$ cat config.mk
export PLATFORM = sky130hd
export DESIGN_NAME = carregador_matriz_4x4
export DESIGN_NICKNAME = d
export VERILOG_FILES = /design/src/rtl/carregador_matriz_4x4.sv
export SDC_FILE = /design/constraint.sdc
export NUM_CORES = 1
export LEC_CHECK = 0
export BUFFER_PORTS_ARGS = -buffer_cell sky130_fd_sc_hd__buf_2
export CAP_MARGIN = 20
export CORE_MARGIN = 4
export CORE_UTILIZATION = 42
export DETAILED_ROUTE_END_ITERATION = 10
export HOLD_SLACK_MARGIN = 0.12
export PLACE_DENSITY = 0.63
export SYNTH_ARGS = -nofsm -noshare
export SYNTH_HDL_FRONTEND = slang
export SYNTH_SLANG_ARGS = --single-unit
$ cat constraint.sdc
create_clock -name clk -period 5.14 [get_ports clk]
set_clock_uncertainty 0.15 [all_clocks]
set_input_delay 1.285 -clock clk [delete_from_list [all_inputs] [get_ports clk]]
set_output_delay 1.285 -clock clk [all_outputs]
set_load 0.05 [all_outputs]
$ cat src/rtl/carregador_matriz_4x4.sv
// Packs a stream of signed elements into a DIM x DIM matrix image for the combinational determinant unit.
// Latency: the element is written one cycle after acceptance; out_valido rises the cycle after the last accept.
// Backpressure: in_pronto drops while a full matrix is held until out_pronto; optional CARREGADOR_COLUNA_EN selects column-major loading.
module carregador_matriz_4x4 #(
    parameter int DATA_W = 8,
    parameter int DIM    = 4
) (
    input  logic                       clk,
    input  logic                       rst,
    input  logic                       limpar,
    input  logic signed [DATA_W-1:0]   in_dado,
    input  logic                       in_valido,
    input  logic                       in_ultimo,
    output logic                       in_pronto,
    output logic [DIM*DIM*DATA_W-1:0]  matriz_4x4,
    output logic                       out_valido,
    input  logic                       out_pronto,
    output logic [$clog2(DIM*DIM):0]   contagem,
    output logic                       erro_quadro
);

    localparam int NE = DIM * DIM;
    localparam int CW = $clog2(NE) + 1;
    localparam logic [CW-1:0] IDX_ULTIMO = CW'(NE - 1);
    localparam logic [CW-1:0] CONT_CHEIA = CW'(NE);

    typedef enum logic {
        RECEBENDO = 1'b0,
        CHEIA     = 1'b1
    } estado_t;

    estado_t         estado, estado_prox;
    logic [CW-1:0]   contagem_prox;
    logic            erro_prox;
    logic            grava;
    logic            aceita;
    logic            quadro_ok;
    logic [31:0]     n;
    logic [31:0]     destino;

    // Handshake outputs: no bypass, so in_pronto stays low through the handoff cycle.
    assign in_pronto  = (estado == RECEBENDO) && !rst && !limpar;
    assign out_valido = (estado == CHEIA);
    assign aceita     = in_valido && in_pronto;

    // Destination slot of the element currently being offered.
    always_comb begin
        n       = 32'(contagem);
        destino = '0;
`ifdef CARREGADOR_COLUNA_EN
        destino = (n % DIM) * DIM + n / DIM;
`else
        destino = n;
`endif
    end

    // Next-state logic: framing checks, counting and handoff.
    always_comb begin
        estado_prox   = estado;
        contagem_prox = contagem;
        erro_prox     = 1'b0;
        grava         = 1'b0;
        quadro_ok     = (in_ultimo == (contagem == IDX_ULTIMO));
        if (limpar) begin
            estado_prox   = RECEBENDO;
            contagem_prox = '0;
        end else begin
            case (estado)
                RECEBENDO: begin
                    if (aceita) begin
                        if (quadro_ok) begin
                            grava = 1'b1;
                            if (in_ultimo) begin
                                estado_prox   = CHEIA;
                                contagem_prox = CONT_CHEIA;
                            end else begin
                                contagem_prox = contagem + 1'b1;
                            end
                        end else begin
                            // Misframed element is dropped and the matrix restarts.
                            erro_prox     = 1'b1;
                            contagem_prox = '0;
                        end
                    end
                end
                CHEIA: begin
                    if (out_pronto) begin
                        estado_prox   = RECEBENDO;
                        contagem_prox = '0;
                    end
                end
                default: begin
                    estado_prox   = RECEBENDO;
                    contagem_prox = '0;
                end
            endcase
        end
    end

    // Control state register.
    always_ff @(posedge clk) begin
        if (rst) begin
            estado      <= RECEBENDO;
            contagem    <= '0;
            erro_quadro <= 1'b0;
        end else begin
            estado      <= estado_prox;
            contagem    <= contagem_prox;
            erro_quadro <= erro_prox;
        end
    end

    // Matrix image: only the addressed byte changes, older bytes persist across matrices.
    always_ff @(posedge clk) begin
        if (rst) begin
            matriz_4x4 <= '0;
        end else if (grava) begin
            matriz_4x4[destino*DATA_W +: DATA_W] <= in_dado;
        end
    end

endmodule
# Word-level counts from Yosys, hierarchy flattened
# Index checks and enable logic that the tools add are counted.
# op_classes
bitwise_logic	2
addsub	2
n_eq_ne	4
mux	16
reduce_logical	8
n_shift	2
# op_table
op	n
128-bit bitwise mux	1
8-bit by 34-bit variable shift with 128-bit output, first input constant	1
8-bit by 34-bit indexed part select with 128-bit output	1
8-bit negation with 34-bit output	1
5-bit two-way mux	4
5-bit case mux with 2 select lines	1
1-bit two-way mux	9
5-bit by 1-bit adder with 5-bit output, second input constant	1
5-bit by 4-bit == test with 1-bit output, second input constant	1
2-bit != test, second input constant	2
4-bit OR reduction	1
1-bit logical AND	3
1-bit logical NOT	2
1-bit NOT	2
1-bit case mux with 2 select lines	1
2-bit AND reduction	1
2-bit OR reduction	1
1-bit == test	1
# totals
register_bits	135
inputBits	14

# Depth between registers and ports, before layout
# Gate-level depths: netlist of run 1.
# logic_depth
ltp_word	7
mapped_depth	14
depth_no_buf	10

# Worst setup path before layout of run 1
# Ideal clock, no wire load.
# synth_path
path_type	in2out
start	input port rst
end	output port in_pronto
arrival_time_ns	3.092
required_ns	3.705
cell_stages	5
path_buffers	4
path_slack_ns	0.613
cell_sequence	buf_2 clkbuf_1 clkbuf_1 clkbuf_1 nor3_1
# synth_via
elab_chain_len	3
# synth_lines
item	line	source
start: declaration	9	input logic rst,
1-bit logical NOT	42	assign in_pronto = (estado == RECEBENDO) && !rst && !limpar;
1-bit logical AND (2 in series)	42	
end: declaration	14	output logic in_pronto,
# Every way passes these cells.

# Worst setup path in the final report of run 1
# layout_path
start	register contagem[0]
end	register matriz_4x4[64]
# layout_via
elab_chain_len	6
# layout_lines
item	line	source
start: declaration	18	output logic [$clog2(DIM*DIM):0] contagem,
start signal: assignment	108	contagem <= contagem_prox;
parallel branches: the longest is 6 deep, another holds 8-bit negation with 34-bit output	n/a	
end signal: indexed assignment	118	matriz_4x4[destino*DATA_W +: DATA_W] <= in_dado;
end: declaration	15	output logic [DIM*DIM*DATA_W-1:0] matriz_4x4,
# Several ways; the timed one is not identified.
# A chain may end at the register's enable or synchronous reset.

==> results.ini, run 1 <==
[hold_path]
hold_class = reg2reg

[global_route]
antenna_found_initial = 0
grt_max_degree = 84
grt_pass1_vias = 4640
gr-total-overflow = 0
track_usage_pct = 20.0
grt_pass1_wl_mm = 24.9

[routing]
drtIter0Drc = 297
routedWlPerCell_um = 17.3
ant_nets = 0
totalWireLength_mm = 15.9
vias = 4719
via_per_inst = 5.13
route.detailed.drc = 0
drt-pass1-iter-count = 5

[synthesis]
yosys-top-cells-area = dfxtp_1, mux2i_1, nand2b_1
synth_nets = 617
ys_ff_latch = 135
syn-cell-area_mm2 = 0.00578
syn_inst = 598
synth_edf_count = 0
synthArstFlopShare_pct = 0
avgSynthCellArea_um2 = 9.67
synth_top_area_share_pct = 46.7
synth_ff_type = dfxtp_1
ys_seq_area_share_pct = 46.7
yosysTopAreaCell = dfxtp_1
synth.distinct_cells = 52
yosys_warnings = 0

[die]
num_io_pins = 150
die-width_um = 125
start_util_pct = 43.3
num_rows = 42
die_area_mm2 = 0.0157
die_h_um = 125
fp.coreArea_mm2 = 0.0133

[sta]
finalHoldViolCount = 0
worstMarginPinSlew_ns = 0.877
holdWs_ns = 0.309
rsz0062_at_grt = no
fmax_mhz = 270
fin_crit_ns = 3.70
drv_slew = 0
setup_slack_ns = 1.44
finalSetupTns_ns = 0
setup_violations = 0
min_period_over_period_pct = 72.0
max-slew-margin-rel_pct = 41.4

[layout]
multi_input_area_mm2 = 0.00289
layout-drive-gt1-share_pct = 28.0
final_common_cell = buf_2
most-common-layout-cells = buf_2, dfxtp_1, mux2i_1
layout.nets = 750
seq_area_mm2 = 0.00270
fillers = 1236
diodes = 0
syn_to_final_growth_pct = 25.0

[worst_setup_path]
endpoint_kind = register
arrival_ns = 3.84
crit_fanout = 16
worstSetupPathType = reg2reg
required_ns = 5.28
worstSetupStartpointType = register

[placement]
port_buffers = 149
place_congestion = 0.861
dp_slack_ns = 1.42
hpwl_mm = 11.0

[power_and_ir_drop]
ir_worst_vdd_mv = 0.213
powerDensity_mw_per_mm2 = 334
p_leak_nw = 3.04

[clock_network]
cts_buffer_depth = 2
insertion_delay_ns = 0.42
cts_buffers = 17
clk_pin_slew_ns = 0.06
cts_resized = 0
cts_hold_buf = 0
post_cts_buffers = 0
root_buffer = clkbuf_16
htreeDepth = 4
tritoncts = yes
cts.sinks = 135

[job]
cap_viol_max_count = 0

[outcome]
status = finished, final reports clean

==> state kept, by name (all words and copies together), names as in the netlist <==
signal / flops
matriz_4x4: 128
out_valido: 1
erro_quadro: 1
contagem: 5
==> critical path, stage by stage, from the launching register on <==
cell	delay [ns]
dfxtp_1	0.66
inv_1	0.15
ha_1	0.35
nand2b_1	0.24
nor2_1	0.08
ha_1	0.32
nor4b_4	0.25
nand2_2	0.25
or4b_1	0.82
mux2i_1	0.23
nor2_1	0.06
==> synthesized netlist by cell type (all sizes together) (2+ instances only) <==
cell type  instances
nand4              9
a21oi             14
nand3             20
nor2              60
nor3b              3
buf               12
mux2i             90
nor4               6
inv                4
nand4b             2
nor3               7
nand2b            77
nand2             46
dfxtp            135
xor2               2
ha                 5
clkbuf            27
xnor2              3
nor2b              5
or2                3
o21ai             35
nor4b              2
or3                3
nand3b            16
==> per-layer routing <==
metal  vias to the layer above  wire (µm)  global-route usage [%]
met5                         -          0                       0
met4                         0        253                    6.82
met3                        22       1500                    8.53
met2                       159       7130                    31.2
met1                      2231       7010                    24.9
li1                       2307          -                       -
==> final timing paths <==
| kind | slack, ns | endpoint | cells past startpoint | startpoint |
|---|---|---|---|---|
| setup / recovery | 1.44 | matriz_4x4[64] | 10 | contagem[0] |
| setup reg to reg | 1.44 | matriz_4x4[64] | 10 | contagem[0] |
| hold / removal | 0.31 | matriz_4x4[5] | 2 | matriz_4x4[5] |
| hold reg to reg | 0.31 | matriz_4x4[5] | 2 | matriz_4x4[5] |
==> logic make-up after synthesis <==
logic type	Yosys count	synth area share [%]
adder cells (fa/ha/maj)	5	1.08
flip-flops	135	46.7
AO/OA/AOI/OAI	56	5.71
multiplexers	91	15.8
XOR/XNOR	5	0.887
buffers and inverters	43	3.29
AND/OR/NAND/NOR	263	26.5
==> power by group <==
part           switching (mW)  leakage, nW  internal (mW)
registers             0.00172         1.09           1.05
clock network           0.457        0.300          0.823
logic                  0.0584         1.65         0.0251
==> cell type report <==
| cell class | count | share of cell area [%] |
|---|---|---|
| well taps | 176 | 3.05 |
| repair buffers | 153 | 10.7 |
| inverters | 4 | 0.208 |
| clock buffers | 20 | 6.18 |
| multi-input cells | 420 | 40.0 |
| flip-flops and latches | 135 | 37.4 |
| clock inverters | 12 | 2.44 |
==> metrics by stage <==
step / std cells / cell area (µm²) / util, % / power [mW]
finish: 920 / 7230 / 54.2 / 2.41
floorplan: 598 / 5780 / - / 1.13
detailed placement: 888 / 6610 / 49.5 / 1.16
global route: 920 / 7230 / 54.2 / 2.48
global placement: 887 / 6600 / 49.4 / 1.16
CTS: 920 / 7230 / 54.2 / 2.43
No activity file was read; power rests on OpenSTA's default activity.
==> run 2, diff against run 1 <==
- ABC_AREA: default -> 1
- PLACE_DENSITY: 0.63 -> 0.62
- clock period: 5.14 -> 3.5 ns (I/O delays scaled with it)
==> run 2 against run 1 <==
Critical path depth up 4. Final area up 6.3%. Sequential share of layout area down 2.2 points. Via count up 32%. Utilization down 1.7 points. Hold slack better by 0.014 ns. Routed wire length up 14%. Clock-buffer cell count up 1. Highest routed layer is now met5. Total power up 42%. Critical path type unchanged. Synthesized area up 9.2%.
==> results.ini, run 2 <==
[synthesis]
synth_ff_type = dfxtp_1
yosys_warnings = 0
synth_top_area_share_pct = 42.8
synth_edf_count = 0
yosys-top-cells-area = dfxtp_1, nor2_1, nand2_1
avgSynthCellArea_um2 = 6.59
ys_ff_latch = 135
synthArstFlopShare_pct = 0
yosysTopAreaCell = dfxtp_1
ys_seq_area_share_pct = 42.8
syn_inst = 959
synth_commonest_cells = nor2_1, nand2_1, dfxtp_1, nand3_1, inv_1
synth_most_common_cell = nor2_1
syn-cell-area_mm2 = 0.00632
synth.distinct_cells = 28
synth_nets = 978

[clock_network]
post_cts_buffers = 0
cts_hold_buf = 0
root_buffer = clkbuf_16
cts_buffers = 17
cts_buffer_depth = 2
cts.sinks = 135
cts_resized = 0
clk_pin_slew_ns = 0.06
insertion_delay_ns = 0.42
htreeDepth = 4
tritoncts = yes

[routing]
ant_nets = 0
vias = 6244
totalWireLength_mm = 18.1
route.detailed.drc = 0
via_per_inst = 4.86
routedWlPerCell_um = 14.1
drtIter0Drc = 509
drt-pass1-iter-count = 6

[placement]
hpwl_mm = 13.1
port_buffers = 149
dp.cells = 1254
place_congestion = 0.858

[layout]
fin_util_pct = 52.5
top_register = matriz_4x4
post_layout_nonfiller_instances = 1286
reg_top3 = matriz_4x4 x128, contagem x5
layout.nets = 1108
syn_to_final_growth_pct = 21.6
most-common-layout-cells = nor2_1, nand2_1, buf_2
final_common_cell = nor2_1
diodes = 0
largest_reg_flops = 128
fillers = 1559
layout-drive-gt1-share_pct = 21.5

[die]
die_h_um = 131
num_io_pins = 150
num_rows = 44
die-width_um = 131
fp.coreArea_mm2 = 0.0146
die_area_mm2 = 0.0171
start_util_pct = 43.1

[sta]
rsz0062_at_grt = no
min_period_over_period_pct = 87.6
finalSetupTns_ns = 0
fmax_mhz = 326
fin_crit_ns = 3.07
drv_slew = 0
finalHoldViolCount = 0
worstMarginPinSlew_ns = 0.877
holdWs_ns = 0.322
max-slew-margin-rel_pct = 41.5
setup_violations = 0

[power_and_ir_drop]
clock_power_share_pct = 49.8
switchingPower_mw = 0.807
powerDensity_mw_per_mm2 = 446
p_int_mw = 2.62
pwr-share-seq_pct = 45.1
p_leak_nw = 3.63
power_mw = 3.42
comb_power_share_pct = 5.1
ir_worst_vdd_mv = 0.340
sw_frac_of_total_pct = 23.6

[global_route]
grt_util_met1_pct = 28.7
grt_pass1_wl_mm = 28.1
track_usage_pct = 21.1
gr-total-overflow = 0
use_met3_pct = 6.59
grt_max_degree = 88
grt-busiest-layer = met2
grt.met2_usage_pct = 32.2
grt_pass1_vias = 5464
antenna_found_initial = 1

[worst_setup_path]
worstSetupPathType = reg2reg
crit_fanout = 29
arrival_ns = 3.27
required_ns = 3.71
worstSetupStartpointType = register
endpoint_kind = register

[hold_path]
hold_class = reg2reg

[job]
cap_viol_max_count = 0

[outcome]
status = finished, final reports clean

[run 2: cell types whose count changed after synthesis, sizes merged, moves of 21 or more]
cell / before / now
nand2b: 77 / 0
clkbuf: 27 / 6
mux2i: 90 / 0
o21ai: 35 / 5
buf: 12 / 38
nor2: 60 / 300
nand3: 20 / 76
nand2: 46 / 283
inv: 4 / 57
[run 2: cells by family after synthesis]
family | share of synthesized area [%]
compound gates | 1.82
fa+ha+maj | 0.990
buf+inv | 7.21
flops | 42.8
simple gates | 47.2
[run 2: metal layers]
metal / vias to the layer above / part of all wire (%)
met3: 17 / 7.4
met5: - / 0.072
met2: 190 / 45
met4: 2 / 1.2
li1: 3218 / -
met1: 2817 / 47
[run 2: worst paths after layout]
check / from / to / slack [ns] / depth (start not counted)
hold reg to reg: matriz_4x4[94] / matriz_4x4[94] / 0.32 / 2
hold / removal: matriz_4x4[94] / matriz_4x4[94] / 0.32 / 2
setup reg to reg: contagem[0] / matriz_4x4[62] / 0.43 / 14
setup / recovery: contagem[0] / matriz_4x4[62] / 0.43 / 14
[run 2: stage by stage]
| step | setup WS, ns | area [µm²] |
|---|---|---|
| detailed placement | 0.455 | 7110 |
| global route | 0.124 | 7680 |
| CTS | 0.426 | 7680 |
| finish | 0.433 | 7680 |
| floorplan | 0.621 | 6320 |
| global placement | 0.474 | 7110 |
[run 2: area by class of cell]
cell class              instances  area, µm²  share of cell area, %
repair buffers                155        803                   10.5
inverters                      58        219                   2.85
clock buffers                  21        470                   6.12
multi-input cells             722       3160                   41.1
well taps                     184        230                   3.00
clock inverters                11       98.8                   1.29
flip-flops and latches        135       2700                   35.2
[run 2: critical path, stage by stage (launching register included)]
cell     delay (ns)
dfxtp_1        0.47
ha_1           0.22
inv_1          0.05
nor3_1         0.15
ha_1           0.18
ha_1           0.24
inv_1          0.10
nand4_2        0.17
nor2_4         0.22
nand2_8        0.13
inv_2          0.44
nand2_2        0.22
nand2_1        0.11
nand2_1        0.05
nor2_1         0.10
[run 2: power by group through the flow]
stage          clock, mW  combinational [mW]  sequential, mW
5_1_grt             1.82               0.195            1.54
3_5_place_dp           0               0.174            1.58
2_1_floorplan          0               0.114            1.59
3_3_place_gp           0               0.174            1.58
4_1_cts             1.73               0.175            1.54
6_report            1.70               0.175            1.54
